$ cat src/rtl/pcm_rom_fetch.sv
// YM2610 sample-ROM fetch: synchronises the ADPCM-A/B address buses, assembles 24-bit byte
// addresses and shares one SDRAM read port between the two channels (round-robin).
module pcm_rom_fetch #(
   parameter int          SYNC_STAGES = 2,
   parameter logic [23:0] B_OFFSET    = 24'h000000
) (
   input  logic        CLK_24M,
   input  logic        nRESET,
   input  logic        SDRMPX,
   input  logic        nSDROE,
   input  logic [7:0]  SDRAD_IN,
   input  logic [1:0]  SDRA_L,
   input  logic [3:0]  SDRA_U,
   input  logic        SDPMPX,
   input  logic        nSDPOE,
   input  logic [7:0]  SDPAD_IN,
   input  logic [3:0]  SDPA,
   output logic [7:0]  SDRAD_OUT,
   output logic        SDRAD_OE,
   output logic [7:0]  SDPAD_OUT,
   output logic        SDPAD_OE,
   output logic        ROM_REQ,
   output logic [23:0] ROM_ADDR,
   input  logic        ROM_ACK,
   input  logic [7:0]  ROM_DATA
);

   typedef enum logic [0:0] {IDLE = 1'b0, REQ = 1'b1} state_t;

   function automatic logic [23:0] wrap_add24(input logic [23:0] a, input logic [23:0] b);
      return a + b;
   endfunction

   // A bus packed as {MPX, U[3:0], L[1:0], AD[7:0]}; B bus as {MPX, PA[3:0], AD[7:0]}
   logic [14:0] a_sync  [SYNC_STAGES];
   logic [12:0] b_sync  [SYNC_STAGES];
   logic [1:0]  oe_sync [SYNC_STAGES];
   logic        a_mpx_d;
   logic        b_mpx_d;

   always_ff @(posedge CLK_24M or negedge nRESET) begin
      if (!nRESET) begin
         for (int i = 0; i < SYNC_STAGES; i++) begin
            a_sync[i]  <= '0;
            b_sync[i]  <= '0;
            oe_sync[i] <= '0;
         end
         a_mpx_d <= 1'b0;
         b_mpx_d <= 1'b0;
      end else begin
         a_sync[0]  <= {SDRMPX, SDRA_U, SDRA_L, SDRAD_IN};
         b_sync[0]  <= {SDPMPX, SDPA, SDPAD_IN};
         oe_sync[0] <= {~nSDROE, ~nSDPOE};
         for (int i = 1; i < SYNC_STAGES; i++) begin
            a_sync[i]  <= a_sync[i-1];
            b_sync[i]  <= b_sync[i-1];
            oe_sync[i] <= oe_sync[i-1];
         end
         a_mpx_d <= a_sync[SYNC_STAGES-1][14];
         b_mpx_d <= b_sync[SYNC_STAGES-1][12];
      end
   end

   // ---- synchronised stage: strobe edges and bus bits come from the same flop ----
   logic [14:0] a_s;
   logic [12:0] b_s;
   logic        a_rise;
   logic        a_fall;
   logic        b_rise;
   logic        b_fall;

   assign a_s      = a_sync[SYNC_STAGES-1];
   assign b_s      = b_sync[SYNC_STAGES-1];
   assign a_rise   = a_s[14] & ~a_mpx_d;
   assign a_fall   = ~a_s[14] & a_mpx_d;
   assign b_rise   = b_s[12] & ~b_mpx_d;
   assign b_fall   = ~b_s[12] & b_mpx_d;
   assign SDRAD_OE = oe_sync[SYNC_STAGES-1][1];
   assign SDPAD_OE = oe_sync[SYNC_STAGES-1][0];

   // ---- address assembly and pending flags ----
   logic [23:0] addr_a;
   logic [23:0] addr_b;
   logic        pend_a;
   logic        pend_b;
   logic        pick_a;
   logic        pick_b;

   always_ff @(posedge CLK_24M or negedge nRESET) begin
      if (!nRESET) begin
         addr_a <= '0;
         addr_b <= '0;
         pend_a <= 1'b0;
         pend_b <= 1'b0;
      end else begin
         if (a_fall) addr_a[9:0]   <= a_s[9:0];
         if (a_rise) addr_a[23:10] <= a_s[13:0];
         if (b_fall) addr_b[11:0]  <= b_s[11:0];
         if (b_rise) addr_b[23:12] <= b_s[11:0];
         // a fresh capture wins over the clear from being picked in the same cycle
         if (a_rise)      pend_a <= 1'b1;
         else if (pick_a) pend_a <= 1'b0;
         if (b_rise)      pend_b <= 1'b1;
         else if (pick_b) pend_b <= 1'b0;
      end
   end

   // ---- request FSM ----
   state_t      state_q;
   state_t      state_d;
   logic        served_a_q;
   logic        chan_b_q;
   logic [23:0] rom_addr_q;

   always_comb begin
      state_d = state_q;
      pick_a  = 1'b0;
      pick_b  = 1'b0;
      case (state_q)
         IDLE: begin
            if (pend_a | pend_b) begin
               pick_b  = pend_b & (~pend_a | served_a_q);
               pick_a  = ~pick_b;
               state_d = REQ;
            end
         end
         REQ: begin
            if (ROM_ACK) state_d = IDLE;
         end
         default: state_d = IDLE;
      endcase
   end

   always_ff @(posedge CLK_24M or negedge nRESET) begin
      if (!nRESET) begin
         state_q    <= IDLE;
         served_a_q <= 1'b0;
         chan_b_q   <= 1'b0;
         rom_addr_q <= '0;
         SDRAD_OUT  <= '0;
         SDPAD_OUT  <= '0;
      end else begin
         state_q <= state_d;
         if (pick_a | pick_b) begin
            rom_addr_q <= pick_b ? wrap_add24(addr_b, B_OFFSET) : addr_a;
            chan_b_q   <= pick_b;
            served_a_q <= pick_a;
         end
         if ((state_q == REQ) && ROM_ACK) begin
            if (chan_b_q) SDPAD_OUT <= ROM_DATA;
            else          SDRAD_OUT <= ROM_DATA;
         end
      end
   end

   assign ROM_REQ  = (state_q == REQ);
   assign ROM_ADDR = rom_addr_q;

endmodule

$ cat config.mk
export PLATFORM = sky130hd
export DESIGN_NAME = pcm_rom_fetch
export DESIGN_NICKNAME = d
export VERILOG_FILES = /design/src/rtl/pcm_rom_fetch.sv
export SDC_FILE = /design/constraint.sdc
export NUM_CORES = 1
export LEC_CHECK = 0
export CORE_MARGIN = 3
export CORE_UTILIZATION = 29
export CTS_CLUSTER_SIZE = 10
export DETAILED_ROUTE_END_ITERATION = 8
export PLACE_DENSITY = 0.46
export SLEW_MARGIN = 25
export SYNTH_ARGS = -nofsm -noshare
export SYNTH_HDL_FRONTEND = slang
export SYNTH_SLANG_ARGS = --single-unit
$ cat constraint.sdc
create_clock -name CLK_24M -period 1.6 [get_ports CLK_24M]
set_clock_uncertainty 0.15 [all_clocks]
set_input_delay 0.24 -clock CLK_24M [delete_from_list [all_inputs] [get_ports CLK_24M]]
set_output_delay 0.24 -clock CLK_24M [all_outputs]
set_load 0.005 [all_outputs]
==> results of run 1 <==
## cells by family (layout without fill, tap and decap cells)
kind of cell / count (synthesis) / in the layout / synth area share [%]
compound gates: 77 / 77 / 8.62
buf+inv: 24 / 145 / 2.33
flops: 155 / 155 / 72.4
mux: 64 / 64 / 13.4
simple gates: 40 / 40 / 3.22
## Yosys cell counts
cell      count  area share, %
a21o_1        2           0.28
a21oi_1      24            2.2
a22oi_1      24            3.4
buf_2        13            1.2
buf_4         1           0.14
buf_6         2           0.42
clkbuf_1      5           0.35
dfrtp_1     155             72
inv_1         3           0.21
mux2_2       64             13
nand2_1      31            2.2
nand2b_1      1           0.12
nand3_1       1          0.093
nand3b_1      1           0.14
nor2b_1       6           0.70
o21ai_0       5           0.47
o21ai_1      20            1.9
o21ba_1       1           0.19
o21bai_2      1           0.21
## power breakdown
part           switching [mW]  internal [mW]
Combinational            1.81           1.97
Clock                    1.59           2.70
Sequential              0.530           4.77
Total                    3.93           9.45
## worst max path at each step
stage / start / to / slack, ns / cells past startpoint
2_1_floorplan: b_s[12]$_DFF_PN0_ / addr_b[14]$_DFFE_PN0P_ / 0.16 / 3
3_3_place_gp: ROM_ACK / SDPAD_OUT[4]$_DFFE_PN0P_ / 0.02 / 4
3_5_place_dp: ROM_ACK / SDPAD_OUT[4]$_DFFE_PN0P_ / 0.008 / 4
4_1_cts: ROM_REQ$_DFF_PN0_ / ROM_REQ / 0.005 / 2
5_1_grt: ROM_REQ$_DFF_PN0_ / ROM_ADDR[23]$_DFFE_PN0P_ / 0.01 / 5
6_report: ROM_REQ$_DFF_PN0_ / ROM_REQ / 0.08 / 2
## per-layer routing
| metal | routed length (um) | track usage [%] |
|---|---|---|
| met1 | 5380 | 16.5 |
| met2 | 5860 | 20.4 |
| met3 | 616 | 4.37 |
| met4 | 166 | 4.14 |
| met5 | 0 | 0 |
## worst reg2reg max path: stages, from the launching register on
cell	delay [ns]
dfrtp_1	0.39
buf_6	0.13
buf_4	0.12
nand3b_1	0.07
buf_4	0.18
mux2_2	0.35
## timing repair
item | CTS | global route
gates cloned | 0 | 0
hold buffers | 1 | 0
setup buffers | 5 | 1
gates resized for setup | 44 | 2
endpoints found under the setup margin | 43 | 2
hold endpoints to repair | 155 | 0
## registers in the layout (all words and copies together) (netlist names)
| name | count |
|---|---|
| b_s | 13 |
| a_mpx_d | 1 |
| oe_sync | 2 |
| b_mpx_d | 1 |
| served_a_q | 1 |
| SDRAD_OUT | 8 |
| ROM_ADDR | 24 |
| chan_b_q | 1 |
| addr_b | 24 |
| SDPAD_OE | 1 |
| SDRAD_OE | 1 |
| a_s | 15 |
| ROM_REQ | 1 |
| a_sync | 15 |
| pend_b | 1 |
| b_sync | 13 |
| SDPAD_OUT | 8 |
| addr_a | 24 |
| pend_a | 1 |
## cell type report
cell class              instances  area, um^2
well taps                     229         287
multi-input cells             181        1360
flip-flops and latches        155        3880
inverters                       3        11.3
clock buffers                  19         453
fillers                      1669       10800
clock inverters                13         190
repair buffers                110        1130
==> impl_results.md, run 1 <==
- Post-DP Area: 6650 um^2
- R2R Setup Slk: 0.09 ns
- Critical R2R Capture: SDRAD_OUT[0]$_DFFE_PN0P_
- Post-route ant nets: 0
- Ports: 84
- Post-synthesis sequential area ratio: 72.4%
- Crit path max-delay cell type: dfrtp_1
- WHS Endpoint: b_sync[24]$_DFF_PN0_
- Crit Path Max Fanout: 3
- YS warnings: 0
- Final Power: 13.4 mW
- Least-Margin Pin Slew: 0.308 ns
- Drt via density: 4.50
- Syn Area/Cell: 14.9 um^2
- Setup Viol. Count Final: 0
- Non-Filler Cell Area, Final: 7300 um^2
- CORE AREA: 18100 um^2
- CP bufs+invs: 2
- Initial antenna violation count: 0
- Finished Layout Cells: 710
- Post-layout util: 40.4%
- Full die area: 20100 um^2
- Crit path cell chain: buf_6, clkdlybuf4s15_1
- Critical path endpoint category: output pin
- First-pass GRT wire length: 19.7 mm
- Post-Syn Nets: 401
- Max_slew headroom: 79.5%
- Number of core rows: 49
- Antenna diode count: 0
- Layout cells sized above 1: 25.8%
- Crit Path Class: reg -> out
- Layout area overhead: 36.2%
- DRC: 0
- Buffers added on ports: 83
- Final hold slack: 0.105 ns
- Critical path required time: 1.21 ns
- Pre-CTS setup slack: 0.00752 ns
- Drt wl/cell: 16.9 um
- Clock buffer depth: 2
- Max-cap violation count: 0
- Max Slew Vio Count: 0
- Synthesized area: 5360 um^2
- Worst skew pair latency: 0.42 ns
- Crit path largest cell delay: 0.39 ns
- Dpl hpwl: 8.32 mm
- Largest net degree at the start of global routing: 45
- GRT Resource Usage Total: 12.8%
- Critical path arrival: 1.13 ns
- H-tree depth: 4
- Hold path start: SDPA[3]
- CTS sink cnt: 155
- Final period utilization: 94.9%
- Worst Hold Path Cells: 1
- Min cycle time layout: 1.52 ns
- Grt total ovfl: 0
- Leak Pwr: 3.22 nW
- Worst setup SP type: register
- CTS Root Cell: clkbuf_16
- RSZ-0062 raised after global routing: no
- CTS buffer count: 17
- Hold crit path type: in -> reg
- Worst vdd ir: 0.000794 V
- Die Ht: 142 um
- Worst r2r src: ROM_REQ$_DFF_PN0_
- Drt total wl: 12.0 mm
- DRT iter0 DRCs: 159
- Most frequent cells in the layout: dfrtp_1, mux2_2, dlygate4sd2_1
- Setup TNS: 0 ns
- R2R cell count: 5
- Final Worst Setup Slack: 0.0813 ns
- Vias: 3197
- Number of detailed-route iterations in the first pass: 4
- Worst-path clk slew: 0.06 ns
- Inst Count DP: 671
- Final hold vios: 0
- Syn Inst Count: 360
- CP top delay family: flip-flops
- Total power density per cell area: 1830 nW/um^2
- RD Place Congestion: 0.776
- TritonCTS clock tree: done
- Yosys reg bits: 155
- Status: complete, no violations
- Most common cell after layout, fill and taps aside: dfrtp_1
- Final net count: 509
- Yosys cell types: 19
- Initial core utilization: 29.6%
- Fmax: 0.658 GHz
- Width of the chip: 142 um
- Vias in the first global route: 3537
(Power assumes the default switching activity.)
==> inputs of run 2 (changes only) <==
CORE_MARGIN = 2   (was 3)
DONT_BUFFER_PORTS = 1   (was unset)
PLACE_DENSITY = 0.41   (was 0.46)
==> run 2 against run 1 <==
Compared with the run above: final cell count is 8.0% lower; combinational power is 28% lower; largest cell class unchanged; the flow now finishes with violations (negative hold slack); sequential share of layout area is 4.7 points higher.
==> impl_results.md, run 2 (same netlist as run 1, synthesis figures left out) <==
- RD Place Congestion: 0.706 (-9.1%)
- CTS Root Cell: clkbuf_16
- Vias: 2958 (-7.5%)
- Crit path cell chain: buf_4, nand3b_1, buf_4, mux2_2
- Worst r2r src: ROM_REQ$_DFF_PN0_
- Post-route ant nets: 0 (unchanged)
- CORE AREA: 18000 um^2 (-0.34%)
- Inst Count DP: 580 (-14%)
- Critical path depth: 4 (+2)
- Drt total wl: 11.5 mm (-4.3%)
- Least-Margin Pin Slew: 0.248 ns (-0.0594 ns)
- Critical path endpoint category: register
- Max_slew headroom: 83.5% (+4.0 points)
- Flop pwr share: 45.0% (+5.3 points)
- Worst skew pair latency: 0.42 ns (about the same)
- Most frequent cells in the layout: dfrtp_1, mux2_2, dlygate4sd3_1
- Initial antenna violation count: 0 (unchanged)
- Worst setup SP type: register
- Setup TNS: 0 ns (unchanged)
- Max Slew Vio Count: 0 (unchanged)
- Drt via density: 4.53 (+0.60%)
- Crit Path Class: reg -> reg
- Max-cap violation count: 0 (unchanged)
- Layout cells sized above 1: 25.9% (+0.16 points)
- Finished Layout Cells: 653 (-8.0%)
- Dpl hpwl: 7.25 mm (-13%)
- Clock network fraction of design power: 32.6% (+0.5 points)
- Crit Path Max Fanout: 7 (+4)
- GRT Resource Usage Total: 12.7% (-0.10 points)
- Critical R2R Capture: SDRAD_OUT[4]$_DFFE_PN0P_
- DRT iter0 DRCs: 135 (-15%)
- TritonCTS clock tree: done
- H-tree depth: 4 (unchanged)
- RSZ-0062 raised after global routing: no
- CTS sink cnt: 155 (unchanged)
- CP top delay family: flip-flops
- Hold crit path type: in -> async
- Critical path arrival: 1.62 ns (+0.49 ns)
- Final hold slack: -0.631 ns (-0.737 ns)
- Most common cell after layout, fill and taps aside: dfrtp_1
- Crit path top cell by count: buf_4
- Leak Pwr: 2.88 nW (-11%)
- Cell-internal power: 8.43 mW (-11%)
- Final hold vios: 155 (+155)
- Buffers added on ports: 0 (-100%)
- Number of detailed-route iterations in the first pass: 4 (unchanged)
- Post-layout util: 37.2% (-3.2 points)
- CP bufs+invs: 2 (unchanged)
- Layout area overhead: 25.2%
- Psw: 3.73 mW (-5.0%)
- Min cycle time layout: 1.48 ns (-0.0432 ns)
- Ports: 84 (unchanged)
- R2R cell count: 4 (-1)
- Full die area: 19600 um^2 (-2.8%)
- Number of core rows: 49 (unchanged)
- Grt total ovfl: 0 (unchanged)
- Drt wl/cell: 17.6 um (+4.1%)
- Final period utilization: 92.2% (-2.7 points)
- Sw Share: 30.7% (+1.3 points)
- Width of the chip: 140 um (-1.4%)
- Largest net degree at the start of global routing: 156 (+250%)
- Clock buffer depth: 2 (unchanged)
- Final net count: 452 (-11%)
- Worst vdd ir: 0.000925 V (+16%)
- First-pass GRT wire length: 18.7 mm (-4.8%)
- Setup Viol. Count Final: 0 (unchanged)
- Vias in the first global route: 3232 (-8.6%)
- Status: finished, violations left
- Comb power frac: 22.4% (-5.9 points)
- CTS buffer count: 17 (unchanged)
- Die Ht: 140 um (-1.4%)
- Crit path largest cell delay: 0.42 ns (+0.03 ns)
- Crit path max-delay cell type: dfrtp_1
- Initial core utilization: 29.7% (+0.10 points)
- Total power density per cell area: 1810 nW/um^2 (-1.0%)
- Failing checks: negative hold slack
- Critical path required time: 1.75 ns (+0.54 ns)
- Fmax: 0.678 GHz (+2.9%)
- R2R Setup Slk: 0.12 ns (+0.03 ns)
- Antenna diode count: 0 (unchanged)
- Worst-path clk slew: 0.06 ns (about the same)
- DRC: 0 (unchanged)
run 2: changes by cell type in the layout (fill, tap and decap cells not counted), sizes merged:
cell           change
clkinv             +4
clkinvlp           -2
clkdlybuf4s50     -39
bufinv             -2
dlygate4sd3       +39
clkdlybuf4s15      -1
buf               -14
dlygate4sd2       -42
run 2: power by group through the flow:
stage / clock network [mW] / logic, mW / registers, mW
6_report: 3.97 / 2.72 / 5.47
5_1_grt: 4.30 / 3.05 / 5.63
4_1_cts: 4.10 / 2.75 / 5.51
3_5_place_dp: 0 / 2.65 / 5.58
3_3_place_gp: 0 / 2.62 / 5.57
2_1_floorplan: 0 / 1.92 / 5.26
run 2: layout make-up:
cell class | instances | area [um^2]
clock buffer | 19 | 443
clock inverter | 13 | 143
fill | 1756 | 11300
inverter | 3 | 11.3
multi-input combinational | 181 | 1360
sequential | 155 | 3880
tap | 229 | 287
timing repair buffer | 53 | 586
run 2: metrics by stage:
step	worst slack [ns]	area [um^2]	total power [mW]
3_5_place_dp	0.0477	5710	8.23
6_report	0.124	6710	12.2
5_1_grt	0.0534	6710	13.0
3_3_place_gp	0.0747	5710	8.19
2_1_floorplan	0.160	5360	7.18
4_1_cts	0.0384	6690	12.4
run 2: metal layers:
metal,GRT usage [%],routed length (um)
met5,0,0
met2,18.9,5300
met3,6.29,1070
met1,15.9,4930
met4,4.89,206
run 2: timing repair:
action	4_1_cts	5_1_grt
resized for setup	0	1
endpoints found under the hold margin	202	156
setup endpoints to repair	0	14
hold buffers	39	1
buffers inserted	0	1
run 2: how the worst max path moves through the flow:
stage                             startpoint                       end
after floorplan            b_s[12]$_DFF_PN0_    addr_b[14]$_DFFE_PN0P_
after global placement     ROM_REQ$_DFF_PN0_  SDRAD_OUT[0]$_DFFE_PN0P_
after detailed placement   ROM_REQ$_DFF_PN0_  SDPAD_OUT[7]$_DFFE_PN0P_
after CTS                  ROM_REQ$_DFF_PN0_  SDPAD_OUT[7]$_DFFE_PN0P_
after global routing      pend_a$_DFFE_PN0P_   ROM_ADDR[9]$_DFFE_PN0P_
final                      ROM_REQ$_DFF_PN0_  SDRAD_OUT[4]$_DFFE_PN0P_
==> inputs of run 3 (changes only) <==
CORE_UTILIZATION = 30   (was 29)
PLACE_DENSITY = 0.42   (was 0.41)
==> run 3 against run 2 <==
Compared with the run above: worst hold slack got worse by 0.0041 ns; fmax down 1.8%; cell area fell by 0.35%; non-clock buffer count down 2; largest power group unchanged; via count grew 0.20%; the flow still finishes with violations (negative hold slack); setup slack worse by 0.028 ns; sequential share of layout area increased by 0.22 points.
==> impl_results.md, run 3 (same netlist as run 1, synthesis figures left out) <==
- Status: finished, violations left
- Failing checks: negative hold slack
- Vias in the first global route: 3030 (-6.3%)
- Post-route ant nets: 0 (unchanged)
- TritonCTS clock tree: done
- Most common cell after layout, fill and taps aside: dfrtp_1
- Worst-path clk slew: 0.06 ns (about the same)
- CP bufs+invs: 0 (-2)
- DRC: 0 (unchanged)
- Finished Layout Cells: 646 (-1.1%)
- Drt via density: 4.59 (+1.3%)
- Min cycle time layout: 1.50 ns (+0.0276 ns)
- Final net count: 450 (-0.44%)
- GRT Resource Usage Total: 12.8% (+0.11 points)
- Vias: 2964 (+0.20%)
- Setup Viol. Count Final: 0 (unchanged)
- CTS Root Cell: clkbuf_16
- Hold crit path type: in -> async
- Fillers: 1664 (-5.2%)
- Full die area: 18900 um^2 (-3.2%)
- Number of detailed-route iterations in the first pass: 4 (unchanged)
- Critical path endpoint category: register
- CORE AREA: 17400 um^2 (-3.7%)
- Worst setup SP type: register
- Grt total ovfl: 0 (unchanged)
- Least-Margin Pin Slew: 0.477 ns (+0.229 ns)
- Drt total wl: 11.4 mm (-1.2%)
- Layout area overhead: 24.7%
- CTS buffer count: 17 (unchanged)
- Max_slew headroom: 68.1% (-15 points)
- Crit path cell chain: nand3b_1, mux2_2
- Most frequent cells in the layout: dfrtp_1, mux2_2, dlygate4sd3_1
- First-pass GRT wire length: 17.4 mm (-6.9%)
- Inst Count DP: 576 (-0.69%)
- Final hold vios: 155 (unchanged)
- Crit path max-delay cell type: nand3b_1
- Leak Pwr: 2.87 nW (-0.42%)
- RSZ-0062 raised after global routing: no
- Antenna diode count: 0 (unchanged)
- Ports: 84 (unchanged)
- Dpl hpwl: 7.06 mm (-2.7%)
- Number of core rows: 48 (-2.0%)
- Setup TNS: 0 ns (unchanged)
- CTS sink cnt: 155 (unchanged)
- Max-cap violation count: 0 (unchanged)
- Crit Path Max Fanout: 8 (+1)
- CP top delay family: simple AND/OR/NAND/NOR gates
- Crit path largest cell delay: 0.43 ns (about the same)
- Critical path required time: 1.75 ns (about the same)
- Buffers added on ports: 0 (unchanged)
- Initial core utilization: 30.9% (+1.1 points)
- Worst skew pair latency: 0.42 ns (about the same)
- Max Slew Vio Count: 0 (unchanged)
- Initial antenna violation count: 0 (unchanged)
- Drt wl/cell: 17.6 um (about the same)
- Crit Path Class: reg -> reg
- Width of the chip: 138 um (-1.6%)
- RD Place Congestion: 0.726 (+2.8%)
- Post-CTS Hold Buffers: 39 (unchanged)
- Largest net degree at the start of global routing: 156 (unchanged)
- Worst vdd ir: 0.00102 V (+9.8%)
- Clock buffer depth: 2 (unchanged)
- Post-CTS Setup Repair Bufs: 0 (unchanged)
- H-tree depth: 4 (unchanged)
- Fmax: 0.665 GHz (-1.8%)
- Total power density per cell area: 1830 nW/um^2 (+0.85%)
- Final hold slack: -0.636 ns (-0.00415 ns)
- Layout cells sized above 1: 25.4% (-0.53 points)
- Critical path arrival: 1.65 ns (+0.03 ns)
- Die Ht: 138 um (-1.6%)
- Final period utilization: 93.9% (+1.7 points)
- DRT iter0 DRCs: 100 (-26%)
==> run 3: final cells by class <==
cell class                 count  area [um^2]  share of cell area (%)
multi-input combinational    181         1360                    20.3
inverter                       3         11.3                   0.168
tap                          225          282                    4.21
sequential                   155         3880                    58.0
clock buffer                  21          450                    6.74
clock inverter                10          141                    2.12
timing repair buffer          51          559                    8.37
==> run 3: metrics by stage <==
stage | hold WS, ns | total power [mW] | worst slack (ns) | util (%) | instance area (um^2)
2_1_floorplan | -0.206 | 7.18 | 0.160 | - | 5360
3_3_place_gp | -0.202 | 8.14 | 0.0906 | 32.8 | 5690
3_5_place_dp | -0.202 | 8.20 | 0.0361 | 32.8 | 5690
4_1_cts | -0.655 | 12.4 | 0.0217 | 38.5 | 6670
5_1_grt | -0.668 | 13.0 | 0.0322 | 38.5 | 6680
6_report | -0.636 | 12.2 | 0.0969 | 38.5 | 6680
==> run 3: worst paths after layout <==
| path | start | end | slack (ns) | cells past startpoint |
|---|---|---|---|---|
| setup reg to reg | chan_b_q$_DFFE_PN0P_ | SDRAD_OUT[1]$_DFFE_PN0P_ | 0.1 | 2 |
| hold reg to reg | a_sync[18]$_DFF_PN0_ | a_s[3]$_DFF_PN0_ | 0.19 | 0 |
| min in group CLK_24M | ROM_ACK | SDPAD_OUT[0]$_DFFE_PN0P_ | 0.06 | 2 |
| max in group asynchronous | nRESET | addr_a[1]$_DFFE_PN0P_ | 1.65 | 0 |
| setup / recovery | chan_b_q$_DFFE_PN0P_ | SDRAD_OUT[1]$_DFFE_PN0P_ | 0.1 | 2 |
| hold / removal | nRESET | SDRAD_OUT[2]$_DFFE_PN0P_ | -0.64 | 0 |
==> run 3: worst register-to-register path, stage by stage (launching register included) <==
cell	delay [ns]
dfrtp_1	0.40
nand3b_1	0.43
mux2_2	0.41
==> run 3: power by group <==
part | switching [mW] | total (mW) | internal (mW) | leakage, nW
clock | 1.57 | 4.06 | 2.49 | 0.284
sequential | 0.686 | 5.47 | 4.78 | 1.82
combinational | 1.40 | 2.69 | 1.30 | 0.757
==> run 3: repair_timing <==
action                                 in CTS  in global routing
endpoints found under the hold margin     202                155
setup endpoints to repair                   0                  6
gates resized for setup                     0                  3
==> run 3: layer usage <==
layer	global-route usage [%]	vias to the layer above	share of wire (%)
met2	19.1	81	47
met4	5.10	0	1.7
met1	16.2	1520	44
met5	0	-	0
met3	5.78	11	7.9
li1	-	1352	-
